## config.mk

```make
export PLATFORM = sky130hd
export DESIGN_NAME = trap_controller_flat
export DESIGN_NICKNAME = d
export VERILOG_FILES = /design/src/rtl/trap_pkg.sv /design/src/rtl/trap_controller_if.sv /design/src/rtl/trap_prio_enc.sv /design/src/rtl/trap_controller.sv /design/src/flat_wrapper.sv
export SDC_FILE = /design/constraint.sdc
export NUM_CORES = 1
export LEC_CHECK = 0
export CAP_MARGIN = 20
export CORE_ASPECT_RATIO = 0.7
export CORE_MARGIN = 2
export CORE_UTILIZATION = 35
export DETAILED_ROUTE_END_ITERATION = 16
export GPL_ROUTABILITY_DRIVEN = 0
export GPL_TIMING_DRIVEN = 0
export PLACE_DENSITY = 0.71
export SYNTH_ARGS = -nofsm -noshare
export SYNTH_HDL_FRONTEND = slang
export SYNTH_SLANG_ARGS = --single-unit
export TNS_END_PERCENT = 10
```

## constraint.sdc

```tcl
create_clock -name clk -period 1.7 [get_ports clk]
set_input_delay 0.255 -clock clk [delete_from_list [all_inputs] [get_ports clk]]
set_output_delay 0.255 -clock clk [all_outputs]
set_load 0.1 [all_outputs]
```

## src/rtl/trap_pkg.sv

```systemverilog
// Shared types and constants for the commit-side trap controller.
package trap_pkg;

  typedef enum logic [1:0] {
    ST_IDLE     = 2'd0,
    ST_FLUSH    = 2'd1,
    ST_REDIRECT = 2'd2
  } trap_state_e;

  localparam int CAUSE_W = 5;

  localparam logic [CAUSE_W-1:0] CAUSE_NONE     = 5'd0;
  localparam logic [CAUSE_W-1:0] CAUSE_ILLEGAL  = 5'd1;
  localparam logic [CAUSE_W-1:0] CAUSE_MISALIGN = 5'd2;
  localparam logic [CAUSE_W-1:0] CAUSE_ECALL    = 5'd3;
  localparam logic [CAUSE_W-1:0] CAUSE_OVERFLOW = 5'd4;

  localparam logic [31:0] DEFAULT_HANDLER_ADDR = 32'h0000_0100;

endpackage

```

## src/rtl/trap_controller_if.sv

```systemverilog
// Commit, CSR and fetch-redirect signals of the trap controller.
interface trap_controller_if #(
  parameter int NUM_SRC = 4
);
  logic                        commit_valid;
  logic [31:0]                 commit_pc;
  logic [NUM_SRC-1:0]          commit_exc;
  logic                        commit_eret;
  logic [31:0]                 epc;
  logic                        exception_sig;
  logic [31:0]                 exception_pc;
  logic [trap_pkg::CAUSE_W-1:0] exception_cause;
  logic                        flush;
  logic                        commit_stall;
  // Redirect handshake: a transfer happens on a rising edge where redirect_valid and
  // redirect_ready are both high; redirect_pc is stable whenever redirect_valid is high,
  // and redirect_valid never drops before that transfer.
  logic                        redirect_valid;
  logic [31:0]                 redirect_pc;
  logic                        redirect_ready;

  modport master (
    output commit_valid, commit_pc, commit_exc, commit_eret, epc, redirect_ready,
    input  exception_sig, exception_pc, exception_cause, flush, commit_stall,
           redirect_valid, redirect_pc
  );

  modport slave (
    input  commit_valid, commit_pc, commit_exc, commit_eret, epc, redirect_ready,
    output exception_sig, exception_pc, exception_cause, flush, commit_stall,
           redirect_valid, redirect_pc
  );
endinterface

```

## src/rtl/trap_prio_enc.sv

```systemverilog
// Lowest-index-wins encoder: source bit i maps to cause code i+1.
module trap_prio_enc
  import trap_pkg::*;
#(
  parameter int NUM_SRC = 4
) (
  input  logic [NUM_SRC-1:0] req,
  output logic               hit,
  output logic [CAUSE_W-1:0] cause
);

  // Scanning downward lets the lowest set index overwrite the others.
  always_comb begin
    hit   = 1'b0;
    cause = CAUSE_NONE;
    for (int i = NUM_SRC - 1; i >= 0; i--) begin
      if (req[i]) begin
        hit   = 1'b1;
        cause = CAUSE_W'(i + 1);
      end
    end
  end

endmodule

```

## src/rtl/trap_controller.sv

```systemverilog
// Commit-side trap/eret sequencer: IDLE -> FLUSH -> REDIRECT -> IDLE.
// Optional TRAP_STAT_EN adds a free-running trap_count output.
module trap_controller
  import trap_pkg::*;
#(
  parameter int          NUM_SRC      = 4,
  parameter logic [31:0] HANDLER_ADDR = DEFAULT_HANDLER_ADDR,
  parameter int          FLUSH_CYCLES = 2
) (
  input  logic                clk,
  input  logic                reset,
  trap_controller_if.slave    bus,
  output trap_state_e         dbg_state
`ifdef TRAP_STAT_EN
  ,
  output logic [31:0]         trap_count
`endif
);

  localparam int CNT_W = $clog2(FLUSH_CYCLES + 1);

  trap_state_e        state_q, state_d;
  logic [CNT_W-1:0]   cnt_q, cnt_d;
  logic [31:0]        target_q, target_d;
  logic               exc_sig_q, exc_sig_d;
  logic [31:0]        exc_pc_q, exc_pc_d;
  logic [CAUSE_W-1:0] exc_cause_q, exc_cause_d;

  logic               enc_hit;
  logic [CAUSE_W-1:0] enc_cause;

  trap_prio_enc #(.NUM_SRC(NUM_SRC)) u_prio_enc (
    .req   (bus.commit_exc),
    .hit   (enc_hit),
    .cause (enc_cause)
  );

  always_comb begin
    state_d     = state_q;
    cnt_d       = cnt_q;
    target_d    = target_q;
    exc_sig_d   = 1'b0;
    exc_pc_d    = exc_pc_q;
    exc_cause_d = exc_cause_q;
    case (state_q)
      ST_IDLE: begin
        // An exception on the same commit as an eret takes priority.
        if (bus.commit_valid && enc_hit) begin
          exc_sig_d   = 1'b1;
          exc_pc_d    = bus.commit_pc;
          exc_cause_d = enc_cause;
          target_d    = HANDLER_ADDR;
          cnt_d       = CNT_W'(FLUSH_CYCLES);
          state_d     = ST_FLUSH;
        end else if (bus.commit_valid && bus.commit_eret) begin
          target_d = bus.epc;
          cnt_d    = CNT_W'(FLUSH_CYCLES);
          state_d  = ST_FLUSH;
        end
      end
      ST_FLUSH: begin
        if (cnt_q <= CNT_W'(1)) begin
          cnt_d   = '0;
          state_d = ST_REDIRECT;
        end else begin
          cnt_d = cnt_q - CNT_W'(1);
        end
      end
      ST_REDIRECT: begin
        if (bus.redirect_ready) state_d = ST_IDLE;
      end
      default: state_d = ST_IDLE;
    endcase
  end

  always_ff @(posedge clk or negedge reset) begin
    if (!reset) begin
      state_q     <= ST_IDLE;
      cnt_q       <= '0;
      target_q    <= '0;
      exc_sig_q   <= 1'b0;
      exc_pc_q    <= '0;
      exc_cause_q <= CAUSE_NONE;
    end else begin
      state_q     <= state_d;
      cnt_q       <= cnt_d;
      target_q    <= target_d;
      exc_sig_q   <= exc_sig_d;
      exc_pc_q    <= exc_pc_d;
      exc_cause_q <= exc_cause_d;
    end
  end

  assign bus.exception_sig   = exc_sig_q;
  assign bus.exception_pc    = exc_pc_q;
  assign bus.exception_cause = exc_cause_q;
  assign bus.flush           = (state_q == ST_FLUSH);
  assign bus.redirect_valid  = (state_q == ST_REDIRECT);
  assign bus.redirect_pc     = target_q;
  assign bus.commit_stall    = (state_q != ST_IDLE);
  assign dbg_state           = state_q;

`ifdef TRAP_STAT_EN
  logic [31:0] count_q, count_d;

  // Counts on the same edge that raises exception_sig, so both update together.
  always_comb begin
    count_d = count_q;
    if (exc_sig_d) count_d = count_q + 32'd1;
  end

  always_ff @(posedge clk or negedge reset) begin
    if (!reset) count_q <= '0;
    else        count_q <= count_d;
  end

  assign trap_count = count_q;
`endif

endmodule

```

## src/flat_wrapper.sv

```systemverilog
// flat-port wrapper written by rule: the top's interface ports become plain ports
module trap_controller_flat import trap_pkg::*;
#(
  parameter int          NUM_SRC      = 4,
  parameter logic [31:0] HANDLER_ADDR = DEFAULT_HANDLER_ADDR,
  parameter int          FLUSH_CYCLES = 2
)
  (clk, reset, dbg_state, bus_commit_valid, bus_commit_pc, bus_commit_exc, bus_commit_eret, bus_epc, bus_redirect_ready, bus_exception_sig, bus_exception_pc, bus_exception_cause, bus_flush, bus_commit_stall, bus_redirect_valid, bus_redirect_pc);
  trap_controller_if #(.NUM_SRC(NUM_SRC)) bus_i ();
  input  logic clk;
  input  logic reset;
  output trap_state_e dbg_state;
  input wire logic [$bits(bus_i.commit_valid)-1:0] bus_commit_valid;
  input wire logic [$bits(bus_i.commit_pc)-1:0] bus_commit_pc;
  input wire logic [$bits(bus_i.commit_exc)-1:0] bus_commit_exc;
  input wire logic [$bits(bus_i.commit_eret)-1:0] bus_commit_eret;
  input wire logic [$bits(bus_i.epc)-1:0] bus_epc;
  input wire logic [$bits(bus_i.redirect_ready)-1:0] bus_redirect_ready;
  output wire logic [$bits(bus_i.exception_sig)-1:0] bus_exception_sig;
  output wire logic [$bits(bus_i.exception_pc)-1:0] bus_exception_pc;
  output wire logic [$bits(bus_i.exception_cause)-1:0] bus_exception_cause;
  output wire logic [$bits(bus_i.flush)-1:0] bus_flush;
  output wire logic [$bits(bus_i.commit_stall)-1:0] bus_commit_stall;
  output wire logic [$bits(bus_i.redirect_valid)-1:0] bus_redirect_valid;
  output wire logic [$bits(bus_i.redirect_pc)-1:0] bus_redirect_pc;
  assign bus_i.commit_valid = bus_commit_valid;
  assign bus_i.commit_pc = bus_commit_pc;
  assign bus_i.commit_exc = bus_commit_exc;
  assign bus_i.commit_eret = bus_commit_eret;
  assign bus_i.epc = bus_epc;
  assign bus_i.redirect_ready = bus_redirect_ready;
  assign bus_exception_sig = bus_i.exception_sig;
  assign bus_exception_pc = bus_i.exception_pc;
  assign bus_exception_cause = bus_i.exception_cause;
  assign bus_flush = bus_i.flush;
  assign bus_commit_stall = bus_i.commit_stall;
  assign bus_redirect_valid = bus_i.redirect_valid;
  assign bus_redirect_pc = bus_i.redirect_pc;
  trap_controller #(.NUM_SRC(NUM_SRC), .HANDLER_ADDR(HANDLER_ADDR), .FLUSH_CYCLES(FLUSH_CYCLES)) u_core (.clk(clk), .reset(reset), .bus(bus_i), .dbg_state(dbg_state));
endmodule
```

==> results.py, run 1 <==
metrics = {
    "global_routing": {
        "grt_usage_pct": 17.1,
        "grt_antenna_before_repair": 0,
        "grt_pass1_vias": 2187,
        "grt_overflow_total": 0,
        "grt_first_pass_wirelength_um": 11600,
        "grt_max_degree": 73,
    },
    "yosys": {
        "synthFlopType": "dfrtp_1",
        "syn_avg_cell_area_um2": 15.7,
        "syn_inst": 181,
        "yosysUniqueCellTypes": 26,
        "yosys.area.top_type": "dfrtp_1",
        "synthArstFlopShare_pct": 100,
        "netlist_area_mm2": 0.00283,
        "seq_area_frac_synth_pct": 63.6,
        "yosys_warnings": 0,
        "synth-seq-cells": 72,
        "synth_edf_count": 0,
        "synth_top_area_share_pct": 63.6,
        "synth.area.top_cells": "dfrtp_1 (64%), mux2_4 (15%), a22o_1 (9.6%)",
    },
    "timing": {
        "finalSetupViolCount": 0,
        "setup_ws_ns": 0.00578,
        "slew_headroom_pct": 40.1,
        "drv_slew": 0,
        "layout_min_cycle_time_ns": 1.69,
        "rsz0062_at_grt": "true",
        "hold_violations": 0,
        "finalCritPeriodShare_pct": 99.7,
        "timing.fmax_mhz": 590,
        "tightest_slew_ns": 0.898,
        "fin_skew_ns": 0.00479,
    },
    "die": {
        "die_x_um": 112,
        "die_y_um": 79.3,
        "row_count": 27,
        "core_area_mm2": 0.00787,
        "dieArea_mm2": 0.00884,
        "io_pins": 148,
        "start_util_pct": 36.0,
    },
    "routing": {
        "dr.pass1.iters": 5,
        "drt-total-wl_um": 7390,
        "final_antenna_net_count": 0,
        "m1WireLength_um": 3490,
        "dr_wl_met2_um": 3170,
        "routed-via-count": 2119,
        "drcViolationCount": 0,
        "dr.max_layer_used": "met4",
        "met3_wirelength_um": 660,
        "drtIter0Drc": 114,
        "detail_route.wl_per_cell_um": 16.5,
        "via_per_inst": 4.73,
    },
    "worst_setup_path": {
        "path_class": "flop to flop",
        "end_kind": "flop",
        "arrival_ns": 1.90,
        "reg2reg_to": "u_core.bus.exception_pc[10]$_DFFE_PN0P_",
        "rrSetupSlack_ns": 0.006,
        "worst-path-max-fanout": 10,
        "worstRegToRegCells": 5,
        "start_kind": "flop",
        "worstPathRequired_ns": 1.91,
        "r2r-start": "u_core.dbg_state[0]$_DFFE_PN0P_",
    },
    "clock_tree": {
        "ctsHoldBuffers": 0,
        "cts.sinks": 72,
        "cts_root_buf": "clkbuf_16",
        "cts_tree": "built",
        "htreeDepth": 3,
        "cts-buffers-inserted": 9,
        "worstSkewPairLatency_ns": 0.32,
        "clock_path_buffers": 2,
        "clk_pin_slew_worst_paths_ns": 0.05,
    },
    "run_status": {
        "status": "finished, final reports clean",
    },
    "finish": {
        "synthToLayoutAreaGrowth_pct": 71.9,
        "antennaDiodeCount": 0,
        "instances_no_fill": 448,
        "fin_nets": 416,
        "layout-drive-gt1-share_pct": 40.9,
    },
    "run": {
        "maxCapViolCount": 0,
    },
    "place": {
        "place_hpwl_um": 5200,
        "numPortBuffers": 145,
        "place_ws_ns": -0.526,
        "dp.cells": 428,
    },
    "worst_hold_path": {
        "hold_class": "input pin to async pin",
    },
}
-- synth_stat cells (2+ instances only) --
cell type	instances
dfrtp_1	72
a22o_1	31
mux2_4	28
buf_2	6
a21oi_1	5
inv_1	5
mux2_1	5
buf_6	4
nand2_1	3
nor2_1	3
buf_4	2
nor2b_1	2
o21ai_0	2
-- cell families after synthesis --
family / after synthesis / synth area share, %
other: 1 / 0.132
buffers and inverters: 17 / 3.84
DFF: 72 / 63.6
and+or+nand+nor: 16 / 3.58
AOI/OAI and AO/OA: 42 / 12.1
muxes: 33 / 16.8
-- placed cells by master (no fill, tap or decap), types with 2 or more instances in the layout --
| cell | instances |
|---|---|
| clkdlybuf4s15_2 | 70 |
| dfrtp_1 | 70 |
| clkdlybuf4s50_1 | 67 |
| a22o_1 | 31 |
| mux2_4 | 28 |
| clkbuf_16 | 10 |
| buf_4 | 8 |
| inv_1 | 5 |
| buf_2 | 5 |
| a21oi_1 | 5 |
| mux2_1 | 5 |
| clkinv_2 | 5 |
| buf_12 | 4 |
| dlygate4sd2_1 | 4 |
| nand2_1 | 3 |
| nor2_1 | 3 |
| o21ai_0 | 2 |
| conb_1 | 2 |
| clkbuf_4 | 2 |
| dfrtp_4 | 2 |
-- worst max-delay path by stage --
stage                                          startpoint  cells past startpoint                                   endpoint  slack, ns
final                     u_core.dbg_state[0]$_DFFE_PN0P_                      5    u_core.bus.exception_pc[10]$_DFFE_PN0P_      0.006
after global routing      u_core.dbg_state[0]$_DFFE_PN0P_                      5    u_core.bus.exception_pc[30]$_DFFE_PN0P_      -0.04
after floorplan           u_core.dbg_state[1]$_DFFE_PN0P_                      5  u_core.bus.exception_cause[1]$_DFFE_PN0P_       -0.1
after detailed placement                bus_commit_exc[1]                      6     u_core.bus.exception_pc[9]$_DFFE_PN0P_      -0.53
after CTS                 u_core.dbg_state[1]$_DFFE_PN0P_                      3                                  bus_flush      -0.06
after global placement                              reset                      1            u_core.dbg_state[0]$_DFFE_PN0P_      -2.58
-- area by class of cell --
type / instances / area [um2]
well taps: 101 / 126
fillers: 642 / 3000
multi-input cells: 93 / 952
clock buffers: 10 / 229
inverters: 5 / 18.8
clock inverters: 5 / 25.0
repair buffers: 150 / 1580
flip-flops and latches: 72 / 1810
plain buffers: 12 / 128
-- layer usage --
metal | vias up | track usage, %
met3 | 7 | 7.48
met1 | 1027 | 23.3
met4 | 0 | 4.81
met5 | - | 0
met2 | 105 | 24.9
li1 | 980 | -
-- state kept, by name, summed over array words and instances (netlist names) --
register                    count
u_core.bus.exception_pc        32
u_core.bus.redirect_pc         32
u_core.bus.exception_cause      3
u_core.cnt_q                    2
u_core.dbg_state                2
u_core.bus.exception_sig        1
-- per-stage QoR --
step	instance area, um2	setup TNS (ns)	hold slack (ns)	util, %
6_report	4870	0	0.0425	61.9
5_1_grt	4870	-0.733	0.122	61.9
4_1_cts	4800	-1.08	0.0969	61.0
3_5_place_dp	4460	-35.75	0.442	56.6
3_3_place_gp	4460	-185.83	0.458	56.7
2_1_floorplan	2880	-2.61	-0.0406	-
-- critical path, stage by stage, from the launching register on --
cell and delay (ns):
dfrtp_4 0.53, nor3b_4 0.27, and2_4 0.19, buf_12 0.13, buf_12 0.15, mux2_4 0.30
-- what timing repair did --
action / in CTS / in global routing
cloned: 0 / 1
pin swaps: 1 / 1
endpoints found under the setup margin: 138 / 31
resized for setup: 234 / 6
buffers inserted: 0 / 4
Power of run 1 is left out: the tool's default activity adds up to more than one toggle a clock period on the data nets, which glitch-free logic cannot reach.
==> run 2, diff against run 1 <==
--- a/config.mk
+++ b/config.mk
@@ -13,6 +13,8 @@
 export GPL_ROUTABILITY_DRIVEN = 0
 export GPL_TIMING_DRIVEN = 0
 export PLACE_DENSITY = 0.71
+export RECOVER_POWER = 25
+export SLEW_MARGIN = 5
 export SYNTH_ARGS = -nofsm -noshare
 export SYNTH_HDL_FRONTEND = slang
 export SYNTH_SLANG_ARGS = --single-unit
==> results.py, run 2 (synthesis results as in run 1) <==
metrics = {
    "run_status": {
        "status": "finished, final reports clean",
    },
    "worst_setup_path": {
        "r2r-start": "u_core.dbg_state[0]$_DFFE_PN0P_",
        "rrSetupSlack_ns": 0.01,
        "slowest_delay_ns": 0.53,
        "crit_path_frequent_cell": "buf_12",
        "arrival_ns": 1.89,
        "worstPathRequired_ns": 1.90,
        "worst-path-max-fanout": 10,
        "startpoint": "u_core.dbg_state[0]$_DFFE_PN0P_",
        "start_kind": "flop",
        "worstRegToRegCells": 5,
        "crit_chain": "nor3b_4 -> and2_4 -> buf_12 -> buf_12 -> mux2_4",
        "path_class": "flop to flop",
        "critPathSlowestCell": "dfrtp_4",
        "end_kind": "flop",
    },
    "worst_hold_path": {
        "holdPathStages": 3,
        "hold_start": "bus_commit_exc[3]",
        "hold_class": "input pin to flop",
    },
    "die": {
        "die_x_um": 112,
        "die_y_um": 79.3,
        "start_util_pct": 36.0,
        "dieArea_mm2": 0.00884,
        "io_pins": 148,
        "core_area_mm2": 0.00787,
        "row_count": 27,
    },
    "timing": {
        "slew_headroom_pct": 46.8,
        "finalCritPeriodShare_pct": 99.3,
        "tightest_slew_ns": 0.798,
        "rsz0062_at_grt": "true",
        "timing.fmax_mhz": 592,
        "drv_slew": 0,
        "layout_min_cycle_time_ns": 1.69,
        "setup_ws_ns": 0.0112,
        "finalSetupViolCount": 0,
        "hold_violations": 0,
        "fin_skew_ns": 0.00550,
        "tns_ns": 0,
    },
    "routing": {
        "drt-total-wl_um": 7240,
        "drcViolationCount": 0,
        "detail_route.wl_per_cell_um": 16.2,
        "drtIter0Drc": 78,
        "via_per_inst": 4.71,
        "dr.pass1.iters": 4,
        "routed-via-count": 2108,
        "final_antenna_net_count": 0,
    },
    "global_routing": {
        "grt_first_pass_wirelength_um": 11500,
        "grt_max_degree": 41,
        "grt_overflow_total": 0,
        "grt_usage_pct": 17.0,
        "grt_antenna_before_repair": 0,
        "grt_pass1_vias": 2252,
    },
    "clock_tree": {
        "cts_tree": "built",
        "clock_path_buffers": 2,
        "htreeDepth": 3,
        "cts.sinks": 72,
        "cts_root_buf": "clkbuf_16",
        "worstSkewPairLatency_ns": 0.32,
        "clk_pin_slew_worst_paths_ns": 0.05,
        "cts-buffers-inserted": 9,
    },
    "finish": {
        "finish.utilization_pct": 62.2,
        "layout-drive-gt1-share_pct": 40.3,
        "seq_area_mm2": 0.00181,
        "fillerInstances": 618,
        "instances_no_fill": 448,
        "multiInputGateArea_um2": 952,
        "antennaDiodeCount": 0,
        "final_cell_mix": "clkdlybuf4s15_2 (70), dfrtp_1 (70), clkdlybuf4s50_1 (67), a22o_1 (31), mux2_4 (28)",
        "fin_nets": 417,
        "synthToLayoutAreaGrowth_pct": 72.7,
    },
    "place": {
        "dp.cells": 429,
        "place_hpwl_um": 5250,
        "place_ws_ns": -0.527,
        "numPortBuffers": 145,
    },
    "run": {
        "maxCapViolCount": 0,
    },
}
==> run 2: cell count changes in the layout (fill, tap and decap cells not counted), moves of 2 or more <==
| cell | change |
|---|---|
| clkinv_2 | -5 |
| clkbuf_4 | -2 |
| clkbuf_8 | +3 |
| buf_2 | +2 |
==> run 2: layer usage <==
| metal | vias up | global-route usage (%) | part of all wire [%] | wire, um |
|---|---|---|---|---|
| li1 | 984 | - | - | - |
| met2 | 105 | 26.0 | 45 | 3240 |
| met3 | 4 | 5.95 | 7.6 | 550 |
| met4 | 0 | 5.56 | 0.69 | 50 |
| met1 | 1015 | 22.7 | 47 | 3400 |
| met5 | - | 0 | 0 | 0 |
==> run 2: cell type report <==
cell class | instances | share of cell area [%]
inverter | 5 | 0.384
clock buffer | 14 | 5.60
multi-input combinational | 93 | 19.5
tap | 101 | 2.58
sequential | 72 | 37.0
timing repair buffer | 151 | 32.4
buffer | 12 | 2.61
==> run 2: final timing paths <==
path | end
max in group asynchronous | u_core.bus.redirect_pc[4]$_DFFE_PN0P_
worst max-delay path | u_core.bus.exception_pc[9]$_DFFE_PN0P_
worst min-delay path | u_core.bus.exception_cause[2]$_DFFE_PN0P_
worst min register to register | u_core.bus.exception_pc[4]$_DFFE_PN0P_
worst max register to register | u_core.bus.exception_pc[9]$_DFFE_PN0P_
min in group asynchronous | u_core.bus.exception_pc[26]$_DFFE_PN0P_
==> run 2: per-stage QoR <==
stage,area [um2],hold slack [ns]
after global placement,4460,0.458
after global routing,4890,0.407
final,4890,0.370
after floorplan,2880,-0.0406
after CTS,4850,0.363
after detailed placement,4480,0.226
==> run 2: repair_timing <==
item	CTS	global route
resized for setup	234	3
pin swaps	1	2
setup endpoints to repair	138	36
setup buffers	0	3
hold buffers	1	0
hold endpoints to repair	32	0
cloned	0	1
==> run 2: worst max-delay path, delay by kind of cell (launching register included) <==
kind	cells	cell delay (ns)
buffers and inverters	2	0.29
flip-flops	1	0.53
AND/OR/NAND/NOR	2	0.45
multiplexers	1	0.30
Power of run 2 is left out for the same reason.
